--- config.mk ---
export PLATFORM = sky130hd
export DESIGN_NAME = axi_read_arbiter
export DESIGN_NICKNAME = d
export VERILOG_FILES = /design/src/rtl/axi_read_arbiter.sv
export SDC_FILE = /design/constraint.sdc
export NUM_CORES = 1
export LEC_CHECK = 0
export ABC_AREA = 0
export ABC_CLOCK_PERIOD_IN_PS = 1500
export BUFFER_PORTS_ARGS = -buffer_cell sky130_fd_sc_hd__buf_4
export CAP_MARGIN = 40
export CORE_AREA = 3 3 180 182
export CTS_BUF_LIST = sky130_fd_sc_hd__clkbuf_16
export CTS_CLUSTER_DIAMETER = 40
export DETAILED_ROUTE_END_ITERATION = 8
export DIE_AREA = 0 0 183 185
export PLACE_DENSITY_LB_ADDON = 0.25
export SKIP_LAST_GASP = 1
export SYNTH_ARGS = -nofsm -noshare
export SYNTH_HDL_FRONTEND = slang
export SYNTH_SLANG_ARGS = --single-unit
--- constraint.sdc ---
create_clock -name clk -period 1.5 [get_ports clk]
set_input_delay 0.075 -clock clk [delete_from_list [all_inputs] [get_ports clk]]
set_output_delay 0.075 -clock clk [all_outputs]
set_load 0.05 [all_outputs]
--- src/rtl/axi_read_arbiter.sv ---
`default_nettype none
// ============================================================================
//  Module      : axi_read_arbiter
//  Description : Shares one AXI read port (AR/R) between the instruction
//                fetch unit (I-side) and the load unit (D-side). One
//                transaction is outstanding at a time: a request is accepted
//                in IDLE, issued on AR, and its R beats are checked and
//                steered back to the requester that was granted.
//  Revision    : 1.0  initial release
//
//  Configuration macro:
//    ARB_RR_EN  defined   -> round-robin between I and D when both request
//               undefined -> fixed priority, D-side over I-side
//
//  Ports:
//    clk, reset                 clock, asynchronous active-low reset
//    {i,d}_req_valid/ready      request handshake (ready is combinational)
//    {i,d}_req_addr/len/size    request fields (AXI arlen/arsize encoding)
//    {i,d}_rsp_valid/data       one registered beat per R handshake
//    {i,d}_rsp_last/err         last beat / beat error flag
//    m_axi_ar*                  AXI read address channel (master side)
//    m_axi_r*                   AXI read data channel (master side)
// ============================================================================
module axi_read_arbiter #(
    parameter int ID_WIDTH   = 13,
    parameter int ADDR_WIDTH = 64,
    parameter int DATA_WIDTH = 64
) (
    input  logic                  clk,
    input  logic                  reset,

    input  logic                  i_req_valid,
    output logic                  i_req_ready,
    input  logic [ADDR_WIDTH-1:0] i_req_addr,
    input  logic [7:0]            i_req_len,
    input  logic [2:0]            i_req_size,
    output logic                  i_rsp_valid,
    output logic [DATA_WIDTH-1:0] i_rsp_data,
    output logic                  i_rsp_last,
    output logic                  i_rsp_err,

    input  logic                  d_req_valid,
    output logic                  d_req_ready,
    input  logic [ADDR_WIDTH-1:0] d_req_addr,
    input  logic [7:0]            d_req_len,
    input  logic [2:0]            d_req_size,
    output logic                  d_rsp_valid,
    output logic [DATA_WIDTH-1:0] d_rsp_data,
    output logic                  d_rsp_last,
    output logic                  d_rsp_err,

    output logic [ID_WIDTH-1:0]   m_axi_arid,
    output logic [ADDR_WIDTH-1:0] m_axi_araddr,
    output logic [7:0]            m_axi_arlen,
    output logic [2:0]            m_axi_arsize,
    output logic [1:0]            m_axi_arburst,
    output logic                  m_axi_arlock,
    output logic [3:0]            m_axi_arcache,
    output logic [2:0]            m_axi_arprot,
    output logic                  m_axi_arvalid,
    input  logic                  m_axi_arready,

    input  logic [ID_WIDTH-1:0]   m_axi_rid,
    input  logic [DATA_WIDTH-1:0] m_axi_rdata,
    input  logic [1:0]            m_axi_rresp,
    input  logic                  m_axi_rlast,
    input  logic                  m_axi_rvalid,
    output logic                  m_axi_rready
);

    typedef enum logic [1:0] {
        IDLE = 2'd0,
        ADDR = 2'd1,
        DATA = 2'd2
    } state_t;

    state_t                state;
    state_t                state_next;

    logic                  grant;          // 0 = I-side, 1 = D-side
    logic                  pick_d;         // arbitration result in IDLE
    logic                  accept;
    logic                  beat;
    logic                  beat_err;
    logic [7:0]            beat_cnt;
    logic [ID_WIDTH-1:0]   expected_id;

    logic                  rsp_i_valid;
    logic                  rsp_d_valid;
    logic                  rsp_last;
    logic                  rsp_err;
    logic [DATA_WIDTH-1:0] rsp_data;

    // ------------------------------------------------------------------
    // Arbitration
    // ------------------------------------------------------------------
`ifdef ARB_RR_EN
    logic last_d;   // 1 when the D-side was served most recently

    // With both requesting, serve whichever side was not served last.
    assign pick_d = d_req_valid && (!i_req_valid || !last_d);

    always_ff @(posedge clk or negedge reset) begin
        if (!reset) begin
            last_d <= 1'b1;
        end else if (accept) begin
            last_d <= pick_d;
        end
    end
`else
    assign pick_d = d_req_valid;
`endif

    assign accept = (state == IDLE) && (i_req_valid || d_req_valid);
    assign beat   = (state == DATA) && m_axi_rvalid;

    assign expected_id = {{(ID_WIDTH-1){1'b0}}, grant};

    // A beat is bad on a bad response, a foreign ID, an rlast that does not
    // line up with len, or a missing rlast on the beat that should be last.
    assign beat_err = (m_axi_rresp != 2'b00)
                   || (m_axi_rid != expected_id)
                   || (m_axi_rlast && (beat_cnt != m_axi_arlen))
                   || ((beat_cnt == m_axi_arlen) && !m_axi_rlast);

    // ------------------------------------------------------------------
    // FSM: state register
    // ------------------------------------------------------------------
    always_ff @(posedge clk or negedge reset) begin
        if (!reset) begin
            state <= IDLE;
        end else begin
            state <= state_next;
        end
    end

    // ------------------------------------------------------------------
    // FSM: next state and handshake outputs
    // ------------------------------------------------------------------
    always_comb begin
        state_next    = state;
        i_req_ready   = 1'b0;
        d_req_ready   = 1'b0;
        m_axi_arvalid = 1'b0;
        m_axi_rready  = 1'b0;
        case (state)
            IDLE: begin
                i_req_ready = i_req_valid && !pick_d;
                d_req_ready = d_req_valid && pick_d;
                if (accept) begin
                    state_next = ADDR;
                end
            end
            ADDR: begin
                m_axi_arvalid = 1'b1;
                if (m_axi_arready) begin
                    state_next = DATA;
                end
            end
            DATA: begin
                m_axi_rready = 1'b1;
                // Only rlast closes the transaction; extra beats keep DATA.
                if (m_axi_rvalid && m_axi_rlast) begin
                    state_next = IDLE;
                end
            end
            default: begin
                state_next = IDLE;
            end
        endcase
    end

    // ------------------------------------------------------------------
    // Request latch, beat counter and response registers
    // ------------------------------------------------------------------
    always_ff @(posedge clk or negedge reset) begin
        if (!reset) begin
            grant        <= 1'b0;
            m_axi_araddr <= '0;
            m_axi_arlen  <= '0;
            m_axi_arsize <= '0;
            beat_cnt     <= '0;
            rsp_i_valid  <= 1'b0;
            rsp_d_valid  <= 1'b0;
            rsp_last     <= 1'b0;
            rsp_err      <= 1'b0;
            rsp_data     <= '0;
        end else begin
            if (accept) begin
                grant        <= pick_d;
                m_axi_araddr <= pick_d ? d_req_addr : i_req_addr;
                m_axi_arlen  <= pick_d ? d_req_len  : i_req_len;
                m_axi_arsize <= pick_d ? d_req_size : i_req_size;
                beat_cnt     <= '0;
            end
            rsp_i_valid <= beat && !grant;
            rsp_d_valid <= beat && grant;
            rsp_last    <= beat && m_axi_rlast;
            rsp_err     <= beat && beat_err;
            if (beat) begin
                rsp_data <= m_axi_rdata;
                beat_cnt <= beat_cnt + 8'd1;
            end
        end
    end

    // ------------------------------------------------------------------
    // Output mapping
    // ------------------------------------------------------------------
    assign m_axi_arid    = expected_id;
    assign m_axi_arburst = 2'b01;
    assign m_axi_arlock  = 1'b0;
    assign m_axi_arcache = 4'b0000;
    assign m_axi_arprot  = grant ? 3'b000 : 3'b100;

    // Data is shared; last/err are qualified so the idle side stays quiet.
    assign i_rsp_valid = rsp_i_valid;
    assign i_rsp_data  = rsp_data;
    assign i_rsp_last  = rsp_last && rsp_i_valid;
    assign i_rsp_err   = rsp_err && rsp_i_valid;
    assign d_rsp_valid = rsp_d_valid;
    assign d_rsp_data  = rsp_data;
    assign d_rsp_last  = rsp_last && rsp_d_valid;
    assign d_rsp_err   = rsp_err && rsp_d_valid;

endmodule
`default_nettype wire

==> out/qor.txt <==
critical path endpoint category = output pin
Cell variety after synth = 31
count of flip-flops with a built-in enable after synthesis = 0
Post-Syn Area = 7350 um^2
die width = 183 um
DRT Pass-1 Iters = 4
Yosys top cell area share = 52.4%
maxcap violations = 0
Synth Flop Type = dfrtp_1
root buffer cell = clkbuf_16
status = finished, violations left
total gr overflow = 0
via/cell ratio = 4.14
Synth area leader = dfrtp_1
Worst R2R Path Depth = 6
start of the worst register-to-register path = state[1]$_DFFE_PN0P_
initial antenna violation count = 0
failing checks = negative setup slack
top cells by count, synth = 275 x nand2_1, 154 x dfrtp_1, 94 x buf_4
post-synthesis instance total = 772
pre-CTS setup slack = -46.8 ps
fmax = 649 MHz
Residual DRC = 0
Vias = 7456
CTS tree = built
Fillers = 2911
Final Critical Period = 1540 ps
Core Box Area = 30700 um^2
asr flop ratio synth = 100%
Ant. Diodes = 0
Buffers on Ports = 450
CP required = 1420 ps
Setup violations, final = 2
synth warn = 0
vias in the first global route = 7573
H-tree depth = 4
drt total wl = 28.8 mm
Final Non-Filler Cells = 1803
worst-path cell chain = buf_6 > nor4b_4 > buf_6
Critical Path Source Type = register
worst clock skew = 15.2 ps
Min-Delay Path Class = input pin to register
largest net degree at the start of global routing = 66
DR iter-0 viols = 246
Area Growth Syn to Fin = 88.0%
RSZ-0062 raised after global routing = yes
R2R Setup Slk = 40 ps
Worst-path clk slew = 70 ps
Crit path largest cell delay = 420 ps
initial core utilization = 23.9%
clock buffers created by TritonCTS = 17
LEAKAGE = 0.00715 uW
Crit Path Class = register to output pin
Mean Syn Cell Area = 9.52 um^2
Final #Nets = 1631
remaining antenna violation count = 0
GRT Resource Usage Total = 15.4%
Setup crit end = i_req_ready
synth top area cells = dfrtp_1 52%, nand2_1 14%, mux2i_1 11%
CTS sink cnt = 154
global-route wire length before repair = 40.7 mm
peak supply drop = 1120 uV
Worst-Skew Late Latency = 430 ps
Longest Clk Path Bufs = 2
placed cells = 1542
#FFs+latches synth = 154
Die H = 185 um
FP Rows = 64
Util after Layout = 44.9%
Worst R2R End = m_axi_araddr[47]$_DFFE_PN0P_
HPWL after detailed placement = 19.8 mm
drt wl/cell = 16.0 um
Hold Vio Cnt, Final = 0
Worst Path Arrival = 1470 ps
share of cells above drive strength 1 = 38.2%
GPL Wtd Cong = 0.799
Max FO, Critical Path = 3
Setup TNS Final = -46.2 ps
fin. max-slew vios = 0
origin of the worst setup path = state[0]$_DFFE_PN0P_
final period utilization = 103%
slowest stage cell, crit path = dfrtp_1
pwr dens = 2280 nW/um^2
DIE AREA = 33900 um^2
setup ws final = -40.4 ps
Worst path most repeated cell = buf_6
sequential share of the synthesized area = 52.4%
Top Ports = 472
most frequent cell after synthesis = nand2_1
## worst max-delay path: cells and delay by family (launching register included)
family / cells / cell delay (ps)
buffers and inverters: 2 / 350
AND/OR/NAND/NOR: 1 / 270
flip-flops: 1 / 420
## state kept, by name, indices dropped and copies added (netlist names)
register	flops
d_rsp_valid	1
rsp_last	1
rsp_err	1
m_axi_arlen	8
beat_cnt	8
state	2
grant	1
m_axi_arsize	3
i_rsp_valid	1
d_rsp_data	64
m_axi_araddr	64
## layer usage
| metal | vias up | GRT usage [%] | share of wire [%] |
|---|---|---|---|
| met1 | 3463 | 17.1 | 39 |
| met3 | 21 | 4.83 | 7.2 |
| met2 | 312 | 28.2 | 52 |
| met4 | 0 | 4.48 | 1.6 |
| li1 | 3660 | - | - |
| met5 | - | 0 | 0 |
## worst min path at each step
stage / start / end / slack [ps] / cells past startpoint
final: d_req_len[6] / m_axi_arlen[6]$_DFFE_PN0P_ / 10 / 3
after global routing: m_axi_rid[7] / rsp_err$_DFF_PN0_ / 40 / 4
after CTS: d_req_len[6] / m_axi_arlen[6]$_DFFE_PN0P_ / 0.7 / 3
after detailed placement: reset / m_axi_araddr[16]$_DFFE_PN0P_ / 20 / 1
after global placement: reset / m_axi_araddr[16]$_DFFE_PN0P_ / 10 / 1
after floorplan: reset / beat_cnt[0]$_DFFE_PN0P_ / -220 / 0
## power breakdown
part / internal (uW) / leakage (uW) / total (uW) / switching, uW
clock: 2450 / 0.000272 / 4320 / 1870
sequential: 6030 / 0.00193 / 7460 / 1430
combinational: 6200 / 0.00495 / 19800 / 13600
total: 14700 / 0.00715 / 31500 / 16900
## per-stage QoR
stage / power, uW / cell area, um^2 / hold WS, ps
2_1_floorplan: 20600 / 7430 / -221
3_3_place_gp: 25700 / 10800 / 14.0
3_5_place_dp: 25800 / 10800 / 15.3
4_1_cts: 30900 / 13500 / 0.726
5_1_grt: 33300 / 13800 / 44.9
6_report: 31500 / 13800 / 14.5
## timing repair
| action | CTS | global route |
|---|---|---|
| hold endpoints to repair | 295 | 0 |
| cloned | 0 | 15 |
| pin swaps | 2 | 1 |
| resized for setup | 9 | 17 |
| setup buffers | 1 | 0 |
| hold buffers | 214 | 0 |
| setup endpoints to repair | 4 | 77 |
## cell families (layout without fill, tap and decap cells)
kind of cell	count (synthesis)	in the layout	synth area share (%)
mux	80	80	10.9
fa+ha+maj	1	1	0.170
other cells	2	21	0.102
simple gates	308	308	16.8
compound gates	87	90	6.06
flops	154	154	52.4
xor+xnor	9	9	1.07
buf+inv	131	744	12.5
## final cells by class
| cell class | count | area, um^2 | share of cell area [%] |
|---|---|---|---|
| multi-input cells | 509 | 2710 | 19.6 |
| clock inverters | 15 | 150 | 1.09 |
| inverters | 2 | 7.51 | 0.0543 |
| well taps | 396 | 495 | 3.59 |
| clock buffers | 17 | 425 | 3.08 |
| flip-flops and latches | 154 | 3850 | 27.9 |
| repair buffers | 710 | 6170 | 44.6 |
## placed cells by master, fill, tap and decap left out, drive strengths merged, types with 6 or more instances in the layout
cell,synthesis,final
clkinv,0,6
xnor2,9,9
conb,2,21
dfrtp,154,154
dlygate4sd3,0,214
clkbuf,10,23
mux2i,80,80
o21ai,79,82
nand2,275,275
buf,119,490
and2,6,6
(Power assumes the default switching activity.)
